**config.mk**
```make
export PLATFORM = sky130hd
export DESIGN_NAME = iobus_timer_flat
export DESIGN_NICKNAME = d
export VERILOG_FILES = /design/src/rtl/iobus_timer_if.sv /design/src/rtl/iobus_timer.sv /design/src/flat_wrapper.sv
export SDC_FILE = /design/constraint.sdc
export NUM_CORES = 1
export LEC_CHECK = 0
export BUFFER_PORTS_ARGS = -buffer_cell sky130_fd_sc_hd__buf_2
export CORE_MARGIN = 2
export CORE_UTILIZATION = 50
export DETAILED_ROUTE_END_ITERATION = 10
export GPL_TIMING_DRIVEN = 0
export PLACE_DENSITY = 0.67
export SLEW_MARGIN = 20
export SYNTH_ARGS = -nofsm -noshare
export SYNTH_HDL_FRONTEND = slang
export SYNTH_SLANG_ARGS = --single-unit
```
**constraint.sdc**
```tcl
create_clock -name clk -period 2.9 [get_ports clk]
set_input_delay 0.145 -clock clk [delete_from_list [all_inputs] [get_ports clk]]
set_output_delay 0.145 -clock clk [all_outputs]
set_load 0.05 [all_outputs]
```
**src/rtl/iobus_timer_if.sv**
```systemverilog
// I/O-bus responder interface: stage-3a request signals and the stage-4a read-data return.
// The master drives strobes, address and write data; the slave returns registered read data.
interface iobus_timer_if;
  logic        rdstrobe_3a;
  logic        wrstrobe_3a;
  logic [7:0]  address_3a;
  logic [31:0] wrdata_3a;
  logic [31:0] rddata_4a;

  modport master (
    output rdstrobe_3a,
    output wrstrobe_3a,
    output address_3a,
    output wrdata_3a,
    input  rddata_4a
  );

  modport slave (
    input  rdstrobe_3a,
    input  wrstrobe_3a,
    input  address_3a,
    input  wrdata_3a,
    output rddata_4a
  );
endinterface

```
**src/rtl/iobus_timer.sv**
```systemverilog
// Prescaled 32-bit down-counter timer on the CPU I/O bus, with reload, a sticky expiry flag
// and a level interrupt. Read data is zero when not selected so responders can be OR-combined.
module iobus_timer #(
  parameter logic [7:0] BASE_ADDR = 8'h20
) (
  input  logic          clk,
  input  logic          rst_b,
  iobus_timer_if.slave  bus,
  output logic          timer__irq
);

  logic [2:0]  ctrl_r,     ctrl_s;
  logic [15:0] prescale_r, prescale_s;
  logic [31:0] load_r,     load_s;
  logic [31:0] count_r,    count_s;
  logic        expired_r,  expired_s;
  logic [15:0] psc_r,      psc_s;
  logic [31:0] rddata_r,   rddata_s;
  logic        irq_r,      irq_s;

  logic        hit_s, rd_s, wr_s, tick_s, expire_set_s;
  logic [2:0]  offset_s;
  logic        wr_ctrl_s, wr_prescale_s, wr_load_s, wr_count_s, wr_status_s;
  logic [31:0] rdmux_s;

  // Address decode, write-enable decode and read mux
  always_comb begin
    hit_s         = (bus.address_3a[7:3] == BASE_ADDR[7:3]);
    offset_s      = bus.address_3a[2:0];
    rd_s          = bus.rdstrobe_3a & hit_s;
    wr_s          = bus.wrstrobe_3a & hit_s;
    wr_ctrl_s     = 1'b0;
    wr_prescale_s = 1'b0;
    wr_load_s     = 1'b0;
    wr_count_s    = 1'b0;
    wr_status_s   = 1'b0;
    rdmux_s       = 32'd0;
    case (offset_s)
      3'd0: begin
        wr_ctrl_s = wr_s;
        rdmux_s   = {29'd0, ctrl_r};
      end
      3'd1: begin
        wr_prescale_s = wr_s;
        rdmux_s       = {16'd0, prescale_r};
      end
      3'd2: begin
        wr_load_s = wr_s;
        rdmux_s   = load_r;
      end
      3'd3: begin
        wr_count_s = wr_s;
        rdmux_s    = count_r;
      end
      3'd4: begin
        wr_status_s = wr_s;
        rdmux_s     = {31'd0, expired_r};
      end
      default: begin
        rdmux_s = 32'd0;
      end
    endcase
  end

  // Prescaler, counter, control and status next-state logic
  always_comb begin
    tick_s       = ctrl_r[0] & (psc_r == prescale_r);
    expire_set_s = tick_s & (count_r == 32'd1);

    prescale_s = wr_prescale_s ? bus.wrdata_3a[15:0] : prescale_r;
    load_s     = wr_load_s ? bus.wrdata_3a : load_r;

    // Reconfiguration restarts the prescale period from zero
    if (wr_ctrl_s || wr_prescale_s) begin
      psc_s = 16'd0;
    end else if (!ctrl_r[0] || tick_s) begin
      psc_s = 16'd0;
    end else begin
      psc_s = psc_r + 16'd1;
    end

    if (wr_count_s) begin
      count_s = bus.wrdata_3a;
    end else if (tick_s) begin
      if (count_r > 32'd1) begin
        count_s = count_r - 32'd1;
      end else if (count_r == 32'd1) begin
        count_s = 32'd0;
      end else if (ctrl_r[1]) begin
        count_s = load_r;
      end else begin
        count_s = count_r;
      end
    end else begin
      count_s = count_r;
    end

    if (wr_ctrl_s) begin
      ctrl_s = bus.wrdata_3a[2:0];
    end else if (tick_s && (count_r == 32'd0) && !ctrl_r[1]) begin
      ctrl_s = {ctrl_r[2:1], 1'b0};
    end else begin
      ctrl_s = ctrl_r;
    end

    // A fresh expiry wins over a same-cycle clear so no event is lost
    if (expire_set_s) begin
      expired_s = 1'b1;
    end else if (wr_status_s && bus.wrdata_3a[0]) begin
      expired_s = 1'b0;
    end else begin
      expired_s = expired_r;
    end

    rddata_s = rd_s ? rdmux_s : 32'd0;
    irq_s    = expired_s & ctrl_s[2];
  end

  // State and output registers
  always_ff @(posedge clk or negedge rst_b) begin
    if (!rst_b) begin
      ctrl_r     <= 3'd0;
      prescale_r <= 16'd0;
      load_r     <= 32'd0;
      count_r    <= 32'd0;
      expired_r  <= 1'b0;
      psc_r      <= 16'd0;
      rddata_r   <= 32'd0;
      irq_r      <= 1'b0;
    end else begin
      ctrl_r     <= ctrl_s;
      prescale_r <= prescale_s;
      load_r     <= load_s;
      count_r    <= count_s;
      expired_r  <= expired_s;
      psc_r      <= psc_s;
      rddata_r   <= rddata_s;
      irq_r      <= irq_s;
    end
  end

  assign bus.rddata_4a = rddata_r;
  assign timer__irq    = irq_r;

endmodule
```
**src/flat_wrapper.sv**
```systemverilog
// flat-port wrapper written by rule: the top's interface ports become plain ports
module iobus_timer_flat 
#(
  parameter logic [7:0] BASE_ADDR = 8'h20
)
  (clk, rst_b, timer__irq, bus_rdstrobe_3a, bus_wrstrobe_3a, bus_address_3a, bus_wrdata_3a, bus_rddata_4a);
  iobus_timer_if bus_i ();
  input  logic clk;
  input  logic rst_b;
  output logic timer__irq;
  input wire logic [$bits(bus_i.rdstrobe_3a)-1:0] bus_rdstrobe_3a;
  input wire logic [$bits(bus_i.wrstrobe_3a)-1:0] bus_wrstrobe_3a;
  input wire logic [$bits(bus_i.address_3a)-1:0] bus_address_3a;
  input wire logic [$bits(bus_i.wrdata_3a)-1:0] bus_wrdata_3a;
  output wire logic [$bits(bus_i.rddata_4a)-1:0] bus_rddata_4a;
  assign bus_i.rdstrobe_3a = bus_rdstrobe_3a;
  assign bus_i.wrstrobe_3a = bus_wrstrobe_3a;
  assign bus_i.address_3a = bus_address_3a;
  assign bus_i.wrdata_3a = bus_wrdata_3a;
  assign bus_rddata_4a = bus_i.rddata_4a;
  iobus_timer #(.BASE_ADDR(BASE_ADDR)) u_core (.clk(clk), .rst_b(rst_b), .bus(bus_i), .timer__irq(timer__irq));
endmodule
```
# Word level (Yosys, flattened, before mapping)
# Index checks and enable logic that the tools add are counted.
# totals
rom_bits	0
memories	0
elab_cells	56
latch_bits	0
ff_bits	133
in_bits	44
mem_bits_rw	0
# classes
n_mux	18
n_lt_le_gt_ge	1
n_eq_ne	7
n_addsub	2
shift	0
n_bitwise	5
n_mul	0
n_reduce_logical	13
div_mod_pow	0
# op_table
op	n
$mux W32	6
$pmux W32 S5	1
$eq A32 B1 Y1 const B	1
$gt A32 B1 Y1 const B	1
$logic_not A32 Y1	1
$mux W16	2
$sub A32 B1 Y32 const B	1
$add A16 B1 Y16 const B	1
$eq A16 B16 Y1	1
$mux W1	8
$eq A3 B2 Y1 const B	2
$and A1 B1 Y1	5
$eq A5 B3 Y1 const B	1
$reduce_bool A2 Y1	2
$reduce_bool A4 Y1	1
$eq A3 B1 Y1 const B	1
$eq A3 B3 Y1 const B	1
$logic_and A1 B1 Y1	3
$logic_not A3 Y1	1
$mux W3	1
$logic_not A1 Y1	2
$logic_or A1 B1 Y1	2
$reduce_and A2 Y1	1

# Logic depth before layout (Yosys ltp)
# depth
word_depth	7
ltp_mapped	10

# Least setup slack after synthesis
# No wires, ideal clock.
# synth_timing
kind	flip-flop to flip-flop
from	register u_core.count_r[7]
to	register u_core.count_r[8]
required_time_ns	2.770
period_less_slack_ns	2.276
n_path_buf	2
setup_slack_ns	0.624
path_stages_with_launch	8
t_arrival_ns	2.145
path_cell_list	dfrtp_1 > nor4_4 > nand4_4 > or4_1 > buf_2 > clkbuf_1 > a22oi_1 > o21ai_0
# synth_via
elab_chain_len	5
word_cells_on_any_way	9
# synth_rtl
item	line	text
from (decl)	iobus_timer.sv:15	logic [31:0] count_r, count_s;
from (signal assigned)	iobus_timer.sv:134	count_r <= count_s;
parallel branches: the longest is 5 deep, another holds $sub A32 B1 Y32	--	
# Parallel ways; which one is timed is not known. The select of a mux whose other input is x is not followed.
# A chain may end at the register's enable or synchronous reset.

# Worst setup path in the final report
# layout_timing
from	register u_core.count_r[20]
to	register u_core.count_r[23]
# Same word-level chain as after synthesis.

==> results.yml <==
status:
  status: "complete, no violations"
global_routing:
  met2_usage_pct: 42.94
  antenna_found_initial: 0
  use_met1_pct: 36.08
  grt_pass1_vias: 5931
  met3_usage_pct: 6.557
  busiest_layer: "met2"
  overflow: 0
  grt_max_degree: 77
  grtUsageTotal_pct: 27.60
  grt_pass1_wl_mm: 30.87
clock_tree:
  cts-root-buf: "clkbuf_16"
  cts_buffers: 17
  clock_latency_ns: 0.43
  cts_tree: "done"
  cts.sinks: 133
  htree_levels: 4
  clkTransAtPathRegs_ns: 0.06
  clk_path_buf_depth: 2
detailed_routing:
  wl_per_cell_um: 20.20
  vias: 5838
  wl_mm: 19.23
  drc_errors: 0
  detail-route-antenna-nets: 0
  firstDrtPassIters: 7
  via_per_inst: 6.132
  first_iter_violations: 656
timing:
  finalSetupViolCount: 0
  worstMarginPinSlew_ns: 0.9251
  period_minus_slack_ns: 2.791
  rsz0062_at_grt: "no"
  slew_viol_final: 0
  fin_skew_ns: 0.01300
  tns_ns: 0
  slew_headroom_pct: 37.46
  hold_violations: 0
  fin_crit_sh_pct: 96.24
  max_freq_ghz: 0.3583
power_and_ir_drop:
  total_power_mw: 6.570
  p_leak_nw: 3.839
  seqPwrFrac_pct: 35.7
  internal-power_mw: 4.241
  powerDensity_mw_per_mm2: 791.4
  swShare_pct: 35.44
  pwr-share-clk_pct: 34.1
  p_sw_mw: 2.329
  irDropWorstVdd_mv: 0.5825
  power_frac_comb_pct: 30.2
setup_path:
  startpoint: "u_core.count_r[20]$_DFFE_PN0P_"
  path_cells: "nor4_1, nand4_1, buf_4, nor4_4, buf_2, nand3_1, o211a_1, o21ai_0"
  rr_startpoint: "u_core.count_r[20]$_DFFE_PN0P_"
  worstSetupEndpointType: "flip-flop"
  cp.required_ns: 3.24
  rrSetupSlack_ns: 0.11
  start_kind: "flip-flop"
  path_class: "reg2reg"
  crit_family: "simple AND/OR/NAND/NOR gates"
  cp_max_fo: 10
  rr_endpoint: "u_core.count_r[23]$_DFFE_PN0P_"
  cp.arrival_ns: 3.13
  crit_slowest_cell: "nor4_4"
  cp_num_buf_inv: 2
  slowest_delay_ns: 0.56
  reg2regPathDepth: 8
synthesis:
  ys_ff_latch: 133
  synth_cell_types: 53
  synth.yosys.seq_area_share_pct: 49.13
  yosysWarningCount: 0
  synth_edf_count: 0
  synth_area_mm2: 0.006774
  synthFlopType: "dfrtp_1"
  syn_area_per_cell_um2: 10.53
  syn_nets: 691
  synthArstFlopShare_pct: 100.0
  syn_inst: 643
placed_design:
  place_congestion: 0.9140
  dp_hpwl_mm: 13.02
  placed_cell_area_mm2: 0.007407
  portBuffers: 75
finish:
  drive_gt1_share_pct: 26.03
  antennaDiodeCount: 0
  syn2layout_area_growth_pct: 22.55
  postLayoutCellArea_mm2: 0.008302
  fin_nets: 811
die:
  die_y_um: 120.4
  io_pins: 77
  core-area_mm2: 0.01324
  die-area_mm2: 0.01450
  initial_core_util_pct: 51.15
  die_w_um: 120.4
  rows: 42
min_path:
  hold_path_startpoint: "bus_wrdata_3a[8]"
  worst_hold_path_type: "in2reg"
  min_to: "u_core.load_r[8]$_DFFE_PN0P_"
  hold_depth: 2
job:
  drv_cap: 0
==> cells in the final DEF, fill, tap and decap left out, types with 8 or more instances in the layout <==
cell / Yosys / final
clkbuf_16: 0 / 17
mux2_2: 61 / 61
nand3_1: 15 / 15
clkbuf_1: 29 / 28
nor3_1: 14 / 14
and3_1: 8 / 8
a21oi_1: 18 / 18
dlygate4sd3_1: 0 / 22
nand2_1: 22 / 22
nor2_1: 70 / 70
inv_1: 10 / 10
o21ai_0: 43 / 43
a22oi_1: 53 / 53
nor4_1: 13 / 13
and2_1: 8 / 8
xor2_1: 32 / 32
xnor2_1: 9 / 9
nand4_1: 13 / 13
dfrtp_1: 133 / 133
buf_2: 7 / 82
==> cell type report <==
| class | instances | area, um^2 |
|---|---|---|
| plain buffers | 41 | 183.9 |
| clock buffers | 18 | 429.2 |
| clock inverters | 14 | 181.4 |
| fillers | 1129 | 4941 |
| inverters | 10 | 37.54 |
| multi-input cells | 459 | 3266 |
| flip-flops and latches | 133 | 3328 |
| well taps | 176 | 220.2 |
| repair buffers | 101 | 655.6 |
==> stage by stage <==
stage	hold slack (ns)	instances	util, %	setup WS (ns)
finish	0.0006532	952	62.69	0.1091
global route	0.005702	952	62.69	0.007855
CTS	0.001107	949	62.31	0.001766
detailed placement	0.09575	895	55.93	-0.1251
global placement	0.3912	894	55.65	-0.1361
floorplan	-0.1506	643	-	0.6243
==> synthesized netlist by cell type (all sizes together) (2+ instances only) <==
cell type,n,area (um^2)
xnor2,9,78.83
nor2b,5,31.28
o211a,2,20.02
and2,9,56.31
nor3,14,70.07
ha,4,50.05
and3,8,50.05
a22oi,53,397.9
nor2,70,262.8
or3,3,18.77
nand3b,4,30.03
nor4,17,148.9
nand2,22,82.58
dfrtp,133,3328
a311oi,2,17.52
mux4,2,45.04
o21a,2,15.01
o22ai,2,12.51
inv,10,37.54
a211oi,3,22.52
a31o,3,26.28
mux2i,2,20.02
mux2,61,686.9
and4,4,35.03
or2,3,18.77
a21oi,18,90.09
nand3,15,75.07
o21ai,50,250.2
nor3b,2,15.01
nand4,14,102.6
xor2,32,280.3
buf,11,65.06
clkbuf,30,113.9
o31ai,4,30.03
or4,4,30.03
a221oi,7,61.31
==> repair_timing <==
action	in CTS	in global routing
resized for setup	2	10
setup endpoints to repair	25	28
hold buffers	22	0
gates cloned	0	0
pin swaps	0	3
endpoints found under the hold margin	84	0
buffers inserted	0	3
==> flip-flops by register name, indices dropped and copies added (netlist names) <==
| name | flops |
|---|---|
| u_core.psc_r | 16 |
| u_core.expired_r | 1 |
| u_core.timer__irq | 1 |
| u_core.load_r | 32 |
| u_core.bus.rddata_4a | 32 |
| u_core.count_r | 32 |
| u_core.prescale_r | 16 |
| u_core.ctrl_r | 3 |
==> kinds of logic after synthesis <==
group / after synthesis / share of synthesized area [%]
AOI/OAI and AO/OA: 152 / 14.91
xor gates and xnor gates: 41 / 5.301
adders and majority gates: 4 / 0.7389
buffers and inverters: 51 / 3.195
DFF: 133 / 49.13
muxes: 65 / 11.10
and+or+nand+nor: 197 / 15.63
==> power by group through the flow <==
stage          Clock (mW)  Combinational [mW]  Sequential, mW
2_1_floorplan           0                1.38            2.28
3_3_place_gp            0                1.75            2.35
3_5_place_dp            0                1.79            2.36
4_1_cts              2.25                1.87            2.33
5_1_grt              2.36                2.18            2.37
6_report             2.24                1.98            2.35
==> worst max path at each step <==
stage                                           to  slack [ns]  depth (start not counted)
detailed placement  u_core.count_r[25]$_DFFE_PN0P_       -0.13                          7
global route         u_core.count_r[3]$_DFFE_PN0P_       0.008                          9
global placement    u_core.count_r[25]$_DFFE_PN0P_       -0.14                          7
finish              u_core.count_r[23]$_DFFE_PN0P_        0.11                          8
CTS                 u_core.count_r[10]$_DFFE_PN0P_       0.002                          7
floorplan            u_core.count_r[8]$_DFFE_PN0P_        0.62                          7
==> metal layers <==
layer  vias up  share of wire, %
met5         -                 0
met1      2893                42
li1       2601                 -
met3        64               7.4
met2       280                47
met4         0               3.4
Note: power is estimated with default switching activity, not from simulation.
